==> src/rtl/muldiv_sequencer.sv <==
// Multi-cycle RV32M multiply/divide/remainder sequencer.
// Shift-add multiply and restoring divide on operand magnitudes, with sign
// fix-up applied once at the end. Optional MUL_ZERO_SKIP_EN short-circuits
// multiplies that have a zero operand.
module muldiv_sequencer #(
   parameter int unsigned WIDTH = 32
) (
   input  logic             clk,
   input  logic             reset,
   input  logic             start_i,
   input  logic [2:0]       funct3_i,
   input  logic [WIDTH-1:0] rs1_data_i,
   input  logic [WIDTH-1:0] rs2_data_i,
   output logic             busy_o,
   output logic             done_o,
   output logic [WIDTH-1:0] result_o,
   output logic             stall_o
);

   localparam int unsigned CW = $clog2(WIDTH + 1);

   typedef enum logic [2:0] {
      S_IDLE,
      S_PREP,
      S_RUN,
      S_FIX,
      S_DONE
   } state_t;

   state_t             state_q, state_d;
   logic [2:0]         op_q, op_d;
   logic               s1_q, s1_d;
   logic               s2_q, s2_d;
   logic [WIDTH-1:0]   a_q, a_d;
   logic [WIDTH-1:0]   b_q, b_d;
   logic [WIDTH-1:0]   hi_q, hi_d;
   logic [WIDTH-1:0]   lo_q, lo_d;
   logic [CW-1:0]      cnt_q, cnt_d;
   logic               neg_q, neg_d;
   logic               rneg_q, rneg_d;
   logic [WIDTH-1:0]   result_q, result_d;

   logic               a_neg, b_neg;
   logic [WIDTH-1:0]   mag_a, mag_b;
   logic [WIDTH:0]     add_sum;
   logic [WIDTH:0]     shifted;
   logic [WIDTH:0]     trial;
   logic [2*WIDTH-1:0] prod;
   logic [2*WIDTH-1:0] prod_fix;

   // State and datapath registers
   always_ff @(posedge clk or posedge reset) begin
      if (reset) begin
         state_q  <= S_IDLE;
         op_q     <= '0;
         s1_q     <= 1'b0;
         s2_q     <= 1'b0;
         a_q      <= '0;
         b_q      <= '0;
         hi_q     <= '0;
         lo_q     <= '0;
         cnt_q    <= '0;
         neg_q    <= 1'b0;
         rneg_q   <= 1'b0;
         result_q <= '0;
      end else begin
         state_q  <= state_d;
         op_q     <= op_d;
         s1_q     <= s1_d;
         s2_q     <= s2_d;
         a_q      <= a_d;
         b_q      <= b_d;
         hi_q     <= hi_d;
         lo_q     <= lo_d;
         cnt_q    <= cnt_d;
         neg_q    <= neg_d;
         rneg_q   <= rneg_d;
         result_q <= result_d;
      end
   end

   // Next-state, iteration step and sign fix-up
   always_comb begin
      state_d  = state_q;
      op_d     = op_q;
      s1_d     = s1_q;
      s2_d     = s2_q;
      a_d      = a_q;
      b_d      = b_q;
      hi_d     = hi_q;
      lo_d     = lo_q;
      cnt_d    = cnt_q;
      neg_d    = neg_q;
      rneg_d   = rneg_q;
      result_d = result_q;

      a_neg    = s1_q & a_q[WIDTH-1];
      b_neg    = s2_q & b_q[WIDTH-1];
      mag_a    = a_neg ? -a_q : a_q;
      mag_b    = b_neg ? -b_q : b_q;
      // a_q holds the multiplicand / divisor magnitude while iterating
      add_sum  = {1'b0, hi_q} + (lo_q[0] ? {1'b0, a_q} : '0);
      shifted  = {hi_q, lo_q[WIDTH-1]};
      trial    = shifted - {1'b0, a_q};
      prod     = {hi_q, lo_q};
      prod_fix = neg_q ? -prod : prod;

      case (state_q)
         S_IDLE: begin
            if (start_i) begin
               op_d    = funct3_i;
               a_d     = rs1_data_i;
               b_d     = rs2_data_i;
               s1_d    = !(funct3_i == 3'b011 || funct3_i == 3'b101 || funct3_i == 3'b111);
               s2_d    = (funct3_i == 3'b000 || funct3_i == 3'b001 ||
                          funct3_i == 3'b100 || funct3_i == 3'b110);
               state_d = S_PREP;
            end
         end
         S_PREP: begin
            neg_d  = a_neg ^ b_neg;
            rneg_d = a_neg;
            cnt_d  = CW'(WIDTH);
            hi_d   = '0;
            if (op_q[2]) begin
               a_d  = mag_b;
               lo_d = mag_a;
            end else begin
               a_d  = mag_a;
               lo_d = mag_b;
            end
            if (op_q[2] && b_q == '0) begin
               result_d = op_q[1] ? a_q : '1;
               state_d  = S_DONE;
            end
`ifdef MUL_ZERO_SKIP_EN
            else if (!op_q[2] && (a_q == '0 || b_q == '0)) begin
               result_d = '0;
               state_d  = S_DONE;
            end
`endif
            else begin
               state_d = S_RUN;
            end
         end
         S_RUN: begin
            cnt_d = cnt_q - CW'(1);
            if (!op_q[2]) begin
               {hi_d, lo_d} = {add_sum, lo_q[WIDTH-1:1]};
            end else if (!trial[WIDTH]) begin
               hi_d = trial[WIDTH-1:0];
               lo_d = {lo_q[WIDTH-2:0], 1'b1};
            end else begin
               hi_d = shifted[WIDTH-1:0];
               lo_d = {lo_q[WIDTH-2:0], 1'b0};
            end
            if (cnt_q == CW'(1)) begin
               state_d = S_FIX;
            end
         end
         S_FIX: begin
            if (op_q[2]) begin
               if (op_q[1]) begin
                  result_d = rneg_q ? -hi_q : hi_q;
               end else begin
                  result_d = neg_q ? -lo_q : lo_q;
               end
            end else if (op_q[1:0] == 2'b00) begin
               result_d = prod_fix[WIDTH-1:0];
            end else begin
               result_d = prod_fix[2*WIDTH-1:WIDTH];
            end
            state_d = S_DONE;
         end
         S_DONE: begin
            state_d = S_IDLE;
         end
         default: begin
            state_d = S_IDLE;
         end
      endcase
   end

   assign busy_o   = (state_q != S_IDLE);
   assign done_o   = (state_q == S_DONE);
   assign result_o = result_q;
   assign stall_o  = start_i & ~done_o;

endmodule

==> config.mk <==
export PLATFORM = sky130hd
export DESIGN_NAME = muldiv_sequencer
export DESIGN_NICKNAME = d
export VERILOG_FILES = /design/src/rtl/muldiv_sequencer.sv
export SDC_FILE = /design/constraint.sdc
export NUM_CORES = 1
export LEC_CHECK = 0
export ABC_AREA = 1
export ABC_CLOCK_PERIOD_IN_PS = 6400
export CORE_MARGIN = 4
export CORE_UTILIZATION = 40
export DETAILED_ROUTE_END_ITERATION = 16
export PLACE_DENSITY = 0.61
export SYNTH_ARGS = -nofsm -noshare
export SYNTH_HDL_FRONTEND = slang
export SYNTH_SLANG_ARGS = --single-unit
export TNS_END_PERCENT = 50
==> constraint.sdc <==
create_clock -name clk -period 6.4 [get_ports clk]
set_clock_uncertainty 0.05 [all_clocks]
set_input_delay 1.28 -clock clk [delete_from_list [all_inputs] [get_ports clk]]
set_output_delay 1.28 -clock clk [all_outputs]
set_load 0.01 [all_outputs]
; ---- After elaboration in Yosys (flattened, before gate mapping)
; Cells that the tools add are included.
[totals]
latch_bits = 0
memories = 0
register_bits = 176
rom_bits = 0
ram_bits = 0
in_bits = 70
word_cells = 85
output_inout_bits = 35
[op_classes]
div = 0
addsub = 8
n_eq_ne = 14
order_cmp = 0
bitwise = 5
n_mul = 0
reduce_logical = 19
shifts = 0
mux = 27
[ops]
columns = operator, count
row1 = 2-to-1 mux 32 bit, 16
row2 = one-hot mux 32 bit (2 select lines), 4
row3 = negator 32 bit, 4
row4 = 2-to-1 mux 64 bit, 1
row5 = negator 64 bit, 1
row6 = adder 32 x 32 -> 33 bit, 1
row7 = subtractor 33 x 32 -> 33 bit, 1
row8 = logical NOT 32 bit, 1
row9 = "equality test 3 bit, second input constant", 5
row10 = one-hot mux 3 bit (4 select lines), 1
row11 = one-hot mux 6 bit (2 select lines), 1
row12 = "equality test 3 x 2 -> 1 bit, second input constant", 3
row13 = 2-to-1 mux 3 bit, 3
row14 = AND reduction 2 bit, 4
row15 = "equality test 3 x 1 -> 1 bit, second input constant", 2
row16 = "equality test 6 x 1 -> 1 bit, second input constant", 1
row17 = logical NOT 3 bit, 2
row18 = "!= test 2 bit, second input constant", 3
row19 = nonzero test 2 bit, 3
row20 = "subtractor 6 x 1 -> 6 bit, second input constant", 1
row21 = logical OR 1 bit, 5
row22 = bitwise AND 1 bit, 3
row23 = nonzero test 3 bit, 1
row24 = logical NOT 2 bit, 1
row25 = other kinds (5), 5

; ---- Logic depth before layout (Yosys ltp)
[logic_depth]
ltp_word = 5
depth_mapped = 20
mapped_depth_nobuf = 19

; ---- Worst setup path before layout
; Ideal clock, no wire load.
[synth_timing]
kind = in2out
start = input start_i
end = output stall_o
cell_stages = 2
path_slack_ns = 3.578
n_path_buf = 0
required_ns = 5.070
t_arrival_ns = 1.492
path_cell_list = inv_1 -> nor2_1
[synth_between]
elab_chain_cells = 1
[synth_lines]
columns = element, line
row1 = "start, declared", 10  ; input logic start_i,
row2 = bitwise AND 1 bit, 187  ; assign stall_o = start_i & ~done_o;
row3 = "end, declared", 17  ; output logic stall_o
; No other way between the ends.

; ---- Final worst setup path
; Same ends and word-level chain as after synthesis.

==> summary by stage <==
Clocking
Clock-pin slew was measured on the worst setup and hold paths at approximately 80 ps. The post-CTS setup buffer count is 0. The number of buffers on the longest clock path is 2. The clock buffer count from CTS is 17. CTS placed an instance of sky130_fd_sc_hd__clkbuf_16 at the clock tree root. The number of buffers added to fix hold violations after cts is 0. The number of gates resized after CTS was 0. TritonCTS built the clock tree. The CTS H-tree depth is 4. The worst-skew pair later-pin latency is about 520 ps. The total clock sinks is 176.

Synthesis
The post-synthesis average cell area is ~5.7 sq um. The number of warnings reported in the yosys synthesis log is 0. The number of nets in the synthesized netlist is around 3500. The count of flip-flops with a built-in enable after synthesis is 0. The number of distinct library cells after synthesis is between 50 and 60.

The sequential share of the synthesized area is between 20 and 25%. The synthesized design contains roughly 180 register bits. The synthesized cell area is 19250 sq um. In the synthesized netlist the dominant register cell turns out to be sky130_fd_sc_hd__dfrtp_1.

For this run, asynchronously set or reset flops after synthesis account for 100.0%. The number of cells produced by synthesis is about 3300.

Worst hold path
The min-delay analysis places its worst path in the category reg2reg.

GRT
Entering global routing, the biggest net connects ~110 pins. The via count of the first global-routing pass is around 20000. The number of antenna violations at the first check in global routing was 0. The first global-routing pass estimated 130.2 mm of wire. For this run the aggregate overflow at the end of global routing stands at 0. Global routing used roughly a third of the available tracks across all layers.

Status
The run finished with clean final reports.

Finish
In the layout the commonest cells are sky130_fd_sc_hd__nand2_1, sky130_fd_sc_hd__inv_1, sky130_fd_sc_hd__nand3_1. The net total in the final layout is between 3000 and 4000. Cells fill 44.86% of the core in the end. Relative to the synthesized area, the layout overhead comes to 11.03%. Of the cells placed in the final design, the portion with a size suffix greater than 1 is 3.860%. The most common cell after layout, fill and taps aside is sky130_fd_sc_hd__nand2_1.

Timing
Setup repair after global routing left no endpoint under its margin. The max-slew violation total from the final report is 0. The setup total negative slack is 0 ps. Dividing the final minimum period by the clock period gives roughly 60%. The remaining max-slew budget at the tightest pin is 22.37%. Setup violations remaining at the end of the flow were counted as 0.

The tightest hold path in the finished design has a slack of around 430 ps. The total count of hold-check failures in the final report is 0. For this run, the top clock speed supported by timing is 261.9 MHz. After layout, the worst setup slack is 2581 ps. At the pin with the least slew margin, the transition time is ~1200 ps. The final period demand of the worst path is between 3000 and 4000 ps.

Die
105 I/O pins were placed. The effective utilization at floorplan is between 40% and 50%. The core region is 47650 sq um.

The die outline width is ~230 um. Row generation in the floorplan step produced 80 rows. The area of the die is ~52000 sq um. The overall die height is ~230 um.

Route
The first-pass detailed-route iteration total is 6. The DRC marker count from the first detailed-route iteration is 2741. The remaining routing DRC violations is 0. Once detail routing completed, the nets flagged for antenna violations numbered 0. Dividing the detail-routed wire length by the instance count gives 21.91 um. The number of vias per cell after detailed routing is ~5.6. The total via count in the routed design is 22600.

The final layout contains routed wiring with a total length of 87.88 mm.

Placement
Detailed placement ended at an HPWL of 68.64 mm. The number of port buffers is 104. Before CTS, the worst setup slack after placement is 2496 ps. The weighted congestion at the end of routability-driven global placement is 1.045.

Critical path
In this run the worst path has a maximum fanout of 2. The required time of the worst setup path is ~5100 ps. The data arrival time of the critical path is 2490 ps. The class of the most critical setup path is in2out. The worst setup path is captured at an output port. The kind of start point of the critical path is a primary input.

Flow run
The tool flagged a number of max-cap violations equal to 0.

Pwr
For this design the ratio of total power to cell area is approximately 360 nW/um^2. The worst supply voltage drop on vdd is 0.1962 mV. The static leakage power is 10.69 nW.
==> flip-flops by register name, summed over array words and instances (netlist names) <==
| signal | count |
|---|---|
| s1_q | 1 |
| lo_q | 32 |
| op_q | 3 |
| state_q | 3 |
| s2_q | 1 |
| b_q | 32 |
| cnt_q | 6 |
| rneg_q | 1 |
| hi_q | 32 |
| neg_q | 1 |
| a_q | 32 |
| result_o | 32 |
==> metal layers <==
metal	part of all wire [%]	global-route usage, %
met1	43	47.91
met2	41	48.49
met3	11	6.976
met4	5.6	17.02
met5	0	0
==> synthesized netlist by cell type (17+ instances only) <==
| cell type | instances | area, sq um |
|---|---|---|
| sky130_fd_sc_hd__xor2_1 | 69 | 604.3 |
| sky130_fd_sc_hd__ha_1 | 70 | 875.8 |
| sky130_fd_sc_hd__o211ai_1 | 41 | 307.8 |
| sky130_fd_sc_hd__dfrtp_1 | 176 | 4404 |
| sky130_fd_sc_hd__nand3_1 | 376 | 1882 |
| sky130_fd_sc_hd__o2111ai_1 | 23 | 201.4 |
| sky130_fd_sc_hd__a21oi_1 | 104 | 520.5 |
| sky130_fd_sc_hd__a31oi_1 | 36 | 225.2 |
| sky130_fd_sc_hd__nor2_1 | 283 | 1062 |
| sky130_fd_sc_hd__nor3_1 | 17 | 85.08 |
| sky130_fd_sc_hd__buf_2 | 33 | 165.2 |
| sky130_fd_sc_hd__inv_1 | 433 | 1625 |
| sky130_fd_sc_hd__o21ai_1 | 33 | 165.2 |
| sky130_fd_sc_hd__nand4_1 | 30 | 187.7 |
| sky130_fd_sc_hd__clkbuf_1 | 66 | 247.7 |
| sky130_fd_sc_hd__nand2_1 | 1194 | 4482 |
| sky130_fd_sc_hd__o21ai_0 | 195 | 975.9 |
==> critical path: stages <==
cell and delay, ps:
sky130_fd_sc_hd__clkdlybuf4s50_1 490, sky130_fd_sc_hd__inv_1 80, sky130_fd_sc_hd__nor2_1 100, sky130_fd_sc_hd__clkdlybuf4s50_1 540
==> report_power, final <==
| group | switching (W) | internal, W | leakage [nW] |
|---|---|---|---|
| combinational | 0.00320 | 0.00149 | 8.35 |
| sequential | 0.000474 | 0.00129 | 2.04 |
| clock | 0.000590 | 0.000563 | 0.299 |
==> final timing paths <==
kind / startpoint / endpoint / slack [ps] / cells past startpoint
worst max-delay path: start_i / stall_o / 2580 / 4
worst min-delay path: result_o[20]$_DFFE_PP0P_ / result_o[20]$_DFFE_PP0P_ / 430 / 2
worst max register to register: op_q[2]$_DFFE_PP0P_ / result_o[8]$_DFFE_PP0P_ / 2880 / 9
worst min register to register: result_o[20]$_DFFE_PP0P_ / result_o[20]$_DFFE_PP0P_ / 430 / 2
max in group asynchronous: reset / op_q[1]$_DFFE_PP0P_ / 3900 / 3
min in group asynchronous: reset / a_q[13]$_DFFE_PP0P_ / 1270 / 2
==> kinds of logic after synthesis <==
kind of cell / share of synthesized area (%)
AO/OA/AOI/OAI: 14.40
XOR/XNOR: 3.776
adder cells (fa/ha/maj): 4.758
flip-flops: 22.88
buffers and inverters: 11.76
AND/OR/NAND/NOR: 42.43
==> layout make-up <==
cell class / count / area [sq um]
diodes: 1 / 2.502
clock buffers: 17 / 425.4
clock inverters: 15 / 190.2
fillers: 5294 / 26270
inverters: 453 / 1709
multi-input cells: 2598 / 12590
flip-flops and latches: 176 / 4410
well taps: 615 / 769.5
repair buffers: 135 / 1274
==> metrics by stage <==
step	total power (W)	cells	area [sq um]
3_3_place_gp	0.006317	3977	20760
3_5_place_dp	0.006301	3977	20760
6_report	0.007607	4010	21370
4_1_cts	0.007473	4009	21370
5_1_grt	0.008173	4009	21370
2_1_floorplan	0.004816	3349	19250
Note: power is estimated with default switching activity, not from simulation.
